$ cat config.mk
export PLATFORM = sky130hd
export DESIGN_NAME = uart_rx
export DESIGN_NICKNAME = d
export VERILOG_FILES = /design/src/rtl/uart_rx.sv
export SDC_FILE = /design/constraint.sdc
export NUM_CORES = 1
export LEC_CHECK = 0
export ABC_AREA = 1
export BUFFER_PORTS_ARGS = -buffer_cell sky130_fd_sc_hd__buf_4
export CORE_ASPECT_RATIO = 0.7
export CORE_MARGIN = 2
export CORE_UTILIZATION = 50
export CTS_BUF_LIST = sky130_fd_sc_hd__clkbuf_4 sky130_fd_sc_hd__clkbuf_8
export DETAILED_ROUTE_END_ITERATION = 8
export GPL_TIMING_DRIVEN = 0
export PLACE_DENSITY = 0.68
export SLEW_MARGIN = 0
export SYNTH_ARGS = -nofsm -noshare
export SYNTH_HDL_FRONTEND = slang
export SYNTH_SLANG_ARGS = --single-unit
$ cat constraint.sdc
create_clock -name clk -period 2 [get_ports clk]
set_clock_uncertainty 0.2 [all_clocks]
set_input_delay 0.4 -clock clk [delete_from_list [all_inputs] [get_ports clk]]
set_output_delay 0.4 -clock clk [all_outputs]
set_load 0.01 [all_outputs]
$ cat src/rtl/uart_rx.sv
// -----------------------------------------------------------------------------
// uart_rx - serial receive half of the UART.
//
// Deserialises 8N1-style frames (DATA_BITS payload bits, LSB first, one stop
// bit) from the asynchronous rx pin. It uses the OVERSAMPLE-per-bit tick
// (rxclk_en) from the baud rate generator, and samples each bit at its centre.
//
// Parameters
//   DATA_BITS   payload bits per frame (>= 2)
//   OVERSAMPLE  rxclk_en ticks per bit period (even, >= 4)
//
// Ports
//   clk          in   system clock
//   reset_n      in   asynchronous active-low reset
//   rxclk_en     in   single-cycle oversample tick
//   rx           in   serial line, idle high, asynchronous to clk
//   rdy_clr      in   consumer has read data; clears rdy and overrun
//   data         out  last good received byte
//   rdy          out  data holds an unread byte
//   framing_err  out  last completed frame had its stop bit sampled low
//   overrun      out  sticky: a good frame completed while rdy was already set
//   busy         out  receiver is anywhere other than idle
// -----------------------------------------------------------------------------
module uart_rx #(
    parameter int DATA_BITS  = 8,
    parameter int OVERSAMPLE = 16
) (
    input  logic                 clk,
    input  logic                 reset_n,
    input  logic                 rxclk_en,
    input  logic                 rx,
    input  logic                 rdy_clr,
    output logic [DATA_BITS-1:0] data,
    output logic                 rdy,
    output logic                 framing_err,
    output logic                 overrun,
    output logic                 busy
);

    localparam int SW = $clog2(OVERSAMPLE);
    localparam int BW = (DATA_BITS > 1) ? $clog2(DATA_BITS) : 1;

    // Centre of the start bit is half a bit after the falling edge; every
    // later sample point is a whole bit further on.
    localparam logic [SW-1:0] CNT_MID  = SW'(OVERSAMPLE / 2 - 1);
    localparam logic [SW-1:0] CNT_LAST = SW'(OVERSAMPLE - 1);
    localparam logic [BW-1:0] BIT_LAST = BW'(DATA_BITS - 1);

    typedef enum logic [2:0] {
        ST_IDLE     = 3'd0,
        ST_START    = 3'd1,
        ST_DATA     = 3'd2,
        ST_STOP     = 3'd3,
        ST_BRK_WAIT = 3'd4
    } state_e;

    state_e                 state_q,      state_d;
    logic [SW-1:0]          sample_cnt_q, sample_cnt_d;
    logic [BW-1:0]          bit_idx_q,    bit_idx_d;
    logic [DATA_BITS-1:0]   shift_reg_q,  shift_reg_d;
    logic [DATA_BITS-1:0]   data_q,       data_d;
    logic                   rdy_q,        rdy_d;
    logic                   framing_err_q, framing_err_d;
    logic                   overrun_q,    overrun_d;
    logic                   busy_q,       busy_d;
    logic                   rx_meta_q,    rx_meta_d;
    logic                   rx_s_q,       rx_s_d;

    // Next-state logic: synchroniser, receive FSM, counters and status flags.
    always_comb begin
        rx_meta_d     = rx;
        rx_s_d        = rx_meta_q;
        state_d       = state_q;
        sample_cnt_d  = sample_cnt_q;
        bit_idx_d     = bit_idx_q;
        shift_reg_d   = shift_reg_q;
        data_d        = data_q;
        framing_err_d = framing_err_q;

        // The consumer's acknowledge acts on every clk; a good-frame update
        // below overrides it so a coincident set always wins.
        if (rdy_clr) begin
            rdy_d     = 1'b0;
            overrun_d = 1'b0;
        end else begin
            rdy_d     = rdy_q;
            overrun_d = overrun_q;
        end

        if (rxclk_en) begin
            case (state_q)
                ST_IDLE: begin
                    if (!rx_s_q) begin
                        state_d      = ST_START;
                        sample_cnt_d = {SW{1'b0}};
                    end else begin
                        state_d      = ST_IDLE;
                    end
                end

                ST_START: begin
                    if (sample_cnt_q == CNT_MID) begin
                        sample_cnt_d = {SW{1'b0}};
                        bit_idx_d    = {BW{1'b0}};
                        // Line back high by mid start bit: a glitch, not a frame.
                        if (rx_s_q) begin
                            state_d = ST_IDLE;
                        end else begin
                            state_d = ST_DATA;
                        end
                    end else begin
                        sample_cnt_d = sample_cnt_q + SW'(1);
                    end
                end

                ST_DATA: begin
                    if (sample_cnt_q == CNT_LAST) begin
                        // Right shift: the first (LSB) bit ends up at bit 0.
                        shift_reg_d  = {rx_s_q, shift_reg_q[DATA_BITS-1:1]};
                        sample_cnt_d = {SW{1'b0}};
                        if (bit_idx_q == BIT_LAST) begin
                            bit_idx_d = {BW{1'b0}};
                            state_d   = ST_STOP;
                        end else begin
                            bit_idx_d = bit_idx_q + BW'(1);
                        end
                    end else begin
                        sample_cnt_d = sample_cnt_q + SW'(1);
                    end
                end

                ST_STOP: begin
                    if (sample_cnt_q == CNT_LAST) begin
                        sample_cnt_d = {SW{1'b0}};
                        if (rx_s_q) begin
                            data_d        = shift_reg_q;
                            rdy_d         = 1'b1;
                            framing_err_d = 1'b0;
                            if (rdy_q && !rdy_clr) begin
                                overrun_d = 1'b1;
                            end else begin
                                overrun_d = overrun_d;
                            end
                            state_d = ST_IDLE;
                        end else begin
                            framing_err_d = 1'b1;
                            state_d       = ST_BRK_WAIT;
                        end
                    end else begin
                        sample_cnt_d = sample_cnt_q + SW'(1);
                    end
                end

                // A break or stuck-low line must not look like a new start bit.
                ST_BRK_WAIT: begin
                    if (rx_s_q) begin
                        state_d = ST_IDLE;
                    end else begin
                        state_d = ST_BRK_WAIT;
                    end
                end

                default: begin
                    state_d      = ST_IDLE;
                    sample_cnt_d = {SW{1'b0}};
                    bit_idx_d    = {BW{1'b0}};
                end
            endcase
        end else begin
            state_d = state_q;
        end

        busy_d = (state_d != ST_IDLE);
    end

    // State and registered outputs; reset puts the line synchroniser at idle-high.
    always_ff @(posedge clk or negedge reset_n) begin
        if (!reset_n) begin
            state_q       <= ST_IDLE;
            sample_cnt_q  <= {SW{1'b0}};
            bit_idx_q     <= {BW{1'b0}};
            shift_reg_q   <= {DATA_BITS{1'b0}};
            data_q        <= {DATA_BITS{1'b0}};
            rdy_q         <= 1'b0;
            framing_err_q <= 1'b0;
            overrun_q     <= 1'b0;
            busy_q        <= 1'b0;
            rx_meta_q     <= 1'b1;
            rx_s_q        <= 1'b1;
        end else begin
            state_q       <= state_d;
            sample_cnt_q  <= sample_cnt_d;
            bit_idx_q     <= bit_idx_d;
            shift_reg_q   <= shift_reg_d;
            data_q        <= data_d;
            rdy_q         <= rdy_d;
            framing_err_q <= framing_err_d;
            overrun_q     <= overrun_d;
            busy_q        <= busy_d;
            rx_meta_q     <= rx_meta_d;
            rx_s_q        <= rx_s_d;
        end
    end

    assign data        = data_q;
    assign rdy         = rdy_q;
    assign framing_err = framing_err_q;
    assign overrun     = overrun_q;
    assign busy        = busy_q;

endmodule

* After elaboration in Yosys (flattened, before gate mapping)
Index checks and enable logic that the tools add are counted. Widths: inputs -> output; s select.
Storage, ports and cells: output and inout port bits 12, bits of input ports 5, flip-flop bits (word level) 32
Cells by class: equality and inequality tests 10, $add $sub $neg 2, reduce and logical (&&, ||, !) cells 11, bitwise operators 2, muxes and demuxes 29
Operators with widths (count):
- $mux 3 | 9
- $pmux 4 s4 | 1
- $pmux 3 s5 | 1
- $mux 1 | 13
- $mux 4 | 3
- $pmux 3 s3 | 1
- $reduce_and 3->1 | 3
- $reduce_and 4->1 | 2
- $eq 3x2->1 const B | 2
- $eq 3x3->1 const B | 2
- $ne 2x2->1 const B | 3
- $add 4x1->4 const B | 1
- $eq 4x3->1 const B | 1
- $eq 4x4->1 const B | 1
- $add 3x1->3 const B | 1
- $eq 3x1->1 const B | 1
- $logic_not 3->1 | 1
- $reduce_bool 3->1 | 1
- $reduce_or 3->1 | 1
- $mux 2 | 1
- $not 1->1 | 2
- $reduce_or 2->1 | 1
- $logic_and 1x1->1 | 1
- $logic_not 1->1 | 1

* Logic depth before layout (Yosys ltp)
depth after elaboration 7, depth in mapped cells 9

* Worst setup path before layout
Ideal clock, no wire load.
path kind register -> register, start point register sample_cnt_q[0], end point register framing_err_q (netlist: framing_err), setup slack 0.359 ns, cell stages (with the launch flop) 9, data required time 1.681 ns, setup time 0.119 ns, data arrival time 1.322 ns, clock period less this slack 1.641 ns, path through dfrtp_1 ha_1 nand3_2 inv_2 nand2_2 nor2_2 nand2_4 buf_6 o21a_1
Between the ends: word-level cells in the longest chain between the ends 2
Ends and longest elaborated chain:
- start: declaration | line 58 | logic [SW-1:0] sample_cnt_q, sample_cnt_d;
- start signal: assignment | line 180 | sample_cnt_q <= {SW{1'b0}};
- start signal: assignment | line 192 | sample_cnt_q <= sample_cnt_d;
- $eq 4x4->1 | line 133 | if (sample_cnt_q == CNT_LAST) begin
- $reduce_and 3->1 (no source line)
- end signal: assignment | line 197 | framing_err_q <= framing_err_d;
- end: declaration | line 63 | logic framing_err_q, framing_err_d;
Every way passes these cells. A chain may end at the register's enable or synchronous reset.

* Worst setup path in the final report
Same ends and word-level chain as after synthesis.

==> results.md <==
- Max-slew headroom: 73.5%
- Ys Warns: 0
- Post-synth net total: 172
- GP Congestion: 0.840
- Pin count of the biggest net entering global routing: 33
- Remaining DRCs: 0
- Resize count post-CTS: 0
- Mean area per synthesized cell: 8.98 µm²
- Reg2reg start: sample_cnt_q[0]
- Num CTS Buffers: 5
- Post-route minimum period: 1.82 ns
- GRT met2 Usage: 26.6%
- Crit path cell chain: ha_1, nand3_2, inv_2, nand2_2, nor2_2, nand2_4, buf_6, o21a_1
- Synth-to-layout area growth: 18.5%
- Worst IR Drop VDD: 0.461 mV
- CP max FO: 10
- Critical Setup Path Class: reg2reg
- CTS root buf: clkbuf_8
- Vias/cell: 5.07
- Starting Density: 52.5%
- CP Launch Type: flop
- Hold slack: 0.0212 ns
- Commonest non-fill, non-tap cell in the layout: nand2_1
- DR WL/cell: 12.0 µm
- Most Crowded Layer GR: met2
- GR Layer Usage met1: 26.4%
- Ant. Diodes: 0
- Critical Path Source: sample_cnt_q[0]
- Hold Vio Cnt, Final: 0
- RSZ-0062 raised after global routing: false
- Layout cells sized above 1: 23.8%
- WP depth: 8
- Initial DRC count: 66
- GR Overflow Total: 0
- Die width: 68.9 µm
- Leakage: 0.910 nW
- First-pass GRT wire length: 4660 µm
- Postcts setup bufs: 0
- Fin Setup TNS: 0 ns
- Most frequent cells in the layout: nand2_1 (46), dfrtp_1 (30), inv_1 (20)
- Core Box Area: 2800 µm²
- Port Buf Inserts: 16
- End of the critical path: framing_err
- Die area: 3400 µm²
- # nets final: 196
- Path category of the worst min-delay check: in2reg
- Seq cells post-synth: 32
- Hold Buf Count CTS: 1
- Pwr Density: 773 nW/µm²
- CTS tree: built
- Period utilization: 91.2%
- Antenna violations before repair: 0
- Sequential fraction of the synthesis area: 54.5%
- Clk_lat worst skew: 0.28 ns
- Max-slew violations: 0
- Die Span Y: 49.4 µm
- R2r setup slk: 0.18 ns
- Htree depth: 2
- Achievable Freq: 0.549 GHz
- Total Routed Length: 2690 µm
- Actual slew at the worst max-slew pin: 0.398 ns
- Max incr delay on CP: 0.40 ns
- Status: complete, no violations
- Buf/Inv on CP: 2
- Final setup fails: 0
- Slowest cell on crit path: dfrtp_1
- Site Rows: 16
- Synth cell types: 22
- Detail Route Antenna Nets: 0
- Total Routing Usage GR: 18.8%
- Worst r2r dst: framing_err
- Cell count after synthesis: 164
- Met3 Track Usage GR: 6.24%
- Post-DP HPWL: 1990 µm
- Vias in the first global route: 1,097
- DR pass1 iterations: 4
- Max Buffers Root-to-Sink: 2
- CP top delay family: simple AND/OR/NAND/NOR gates
- TritonCTS Sinks: 32
- Post-synthesis cell area: 1470 µm²
- # Max-Cap Violations: 0
- CP endpoint kind: flop
- # IOs: 17
- Req. time, crit path: 1.98 ns
- Clock transition at path regs: 0.07 ns
- FF-to-FF path depth: 8
- Via count: 1,140
- Arr. time, crit path: 1.80 ns
## flip-flops by register name, summed over array words and instances, names as in the netlist, 3 cells and up
register      cells
data              8
sample_cnt_q      4
state_q           3
shift_reg_q       8
bit_idx_q         3
## cells by family (layout without fill, tap and decap cells)
| group | Yosys count | in the layout | synth area share, % |
|---|---|---|---|
| AOI/OAI and AO/OA | 25 | 25 | 10.9 |
| buffers and inverters | 24 | 49 | 7.14 |
| xor gates and xnor gates | 1 | 1 | 0.595 |
| and+or+nand+nor | 79 | 79 | 24.3 |
| adders and majority gates | 3 | 3 | 2.55 |
| DFF | 32 | 32 | 54.5 |
## synthesized netlist by cell type
master | count | share of area (%)
o21ai_2 | 8 | 4.8
buf_6 | 2 | 1.5
nor2_2 | 2 | 0.85
dfrtp_1 | 30 | 51
nor3_1 | 1 | 0.34
nand4_1 | 3 | 1.3
o21a_1 | 1 | 0.51
inv_1 | 20 | 5.1
nand2_4 | 1 | 0.76
nor3_4 | 1 | 1.1
o21bai_1 | 1 | 0.51
nand2_1 | 46 | 12
xor2_1 | 1 | 0.59
ha_1 | 3 | 2.5
nor2_1 | 12 | 3.1
o21ai_0 | 13 | 4.4
nand3_1 | 10 | 3.4
a21oi_1 | 2 | 0.68
inv_2 | 2 | 0.51
nand3_2 | 2 | 1.4
dfstp_2 | 2 | 3.6
nand2_2 | 1 | 0.43
## per-stage QoR
step | cell area [µm²] | std cells | worst slack, ns | power [mW] | util [%]
2_1_floorplan | 1470 | 164 | 0.359 | 0.781 | -
3_3_place_gp | 1640 | 216 | 0.203 | 0.823 | 58.4
3_5_place_dp | 1640 | 216 | 0.184 | 0.830 | 58.4
4_1_cts | 1750 | 225 | 0.155 | 1.36 | 62.3
5_1_grt | 1750 | 225 | 0.00307 | 1.41 | 62.3
6_report | 1750 | 225 | 0.177 | 1.35 | 62.3
## worst min path at each step
stage               startpoint  slack (ns)           end  cells past startpoint
finish                      rx        0.02     rx_meta_q                      1
global route                rx        0.02     rx_meta_q                      1
CTS                         rx        0.02     rx_meta_q                      1
detailed placement   rx_meta_q        0.16        rx_s_q                      0
global placement       reset_n        0.15           rdy                      1
floorplan              reset_n        -0.1  bit_idx_q[0]                      0
## power breakdown
| group | total (mW) | switching [mW] | internal [mW] | leakage, nW |
|---|---|---|---|---|
| Sequential | 0.701 | 0.0226 | 0.678 | 0.414 |
| Clock | 0.530 | 0.223 | 0.307 | 0.0523 |
| Combinational | 0.118 | 0.0779 | 0.0405 | 0.444 |
| Total | 1.35 | 0.323 | 1.03 | 0.910 |
## metal layers
metal | wire [µm] | up-vias
met5 | 0 | -
met4 | 44 | 0
li1 | - | 570
met2 | 1170 | 23
met3 | 131 | 7
met1 | 1340 | 540
## worst register-to-register path, cell delays in order (launching register included)
cell,delay (ns)
dfrtp_1,0.40
ha_1,0.25
nand3_2,0.16
inv_2,0.10
nand2_2,0.06
nor2_2,0.15
nand2_4,0.12
buf_6,0.18
o21a_1,0.11
## area by class of cell
class,instances,area [µm²]
Buffer,2,22.5
Tap cell,36,45.0
Inverter,22,82.6
Fill cell,249,1060
Clock buffer,8,97.6
Multi-Input combinational cell,108,564
Timing Repair Buffer,17,130
Sequential cell,32,803
Note: power is estimated with default switching activity, not from simulation.
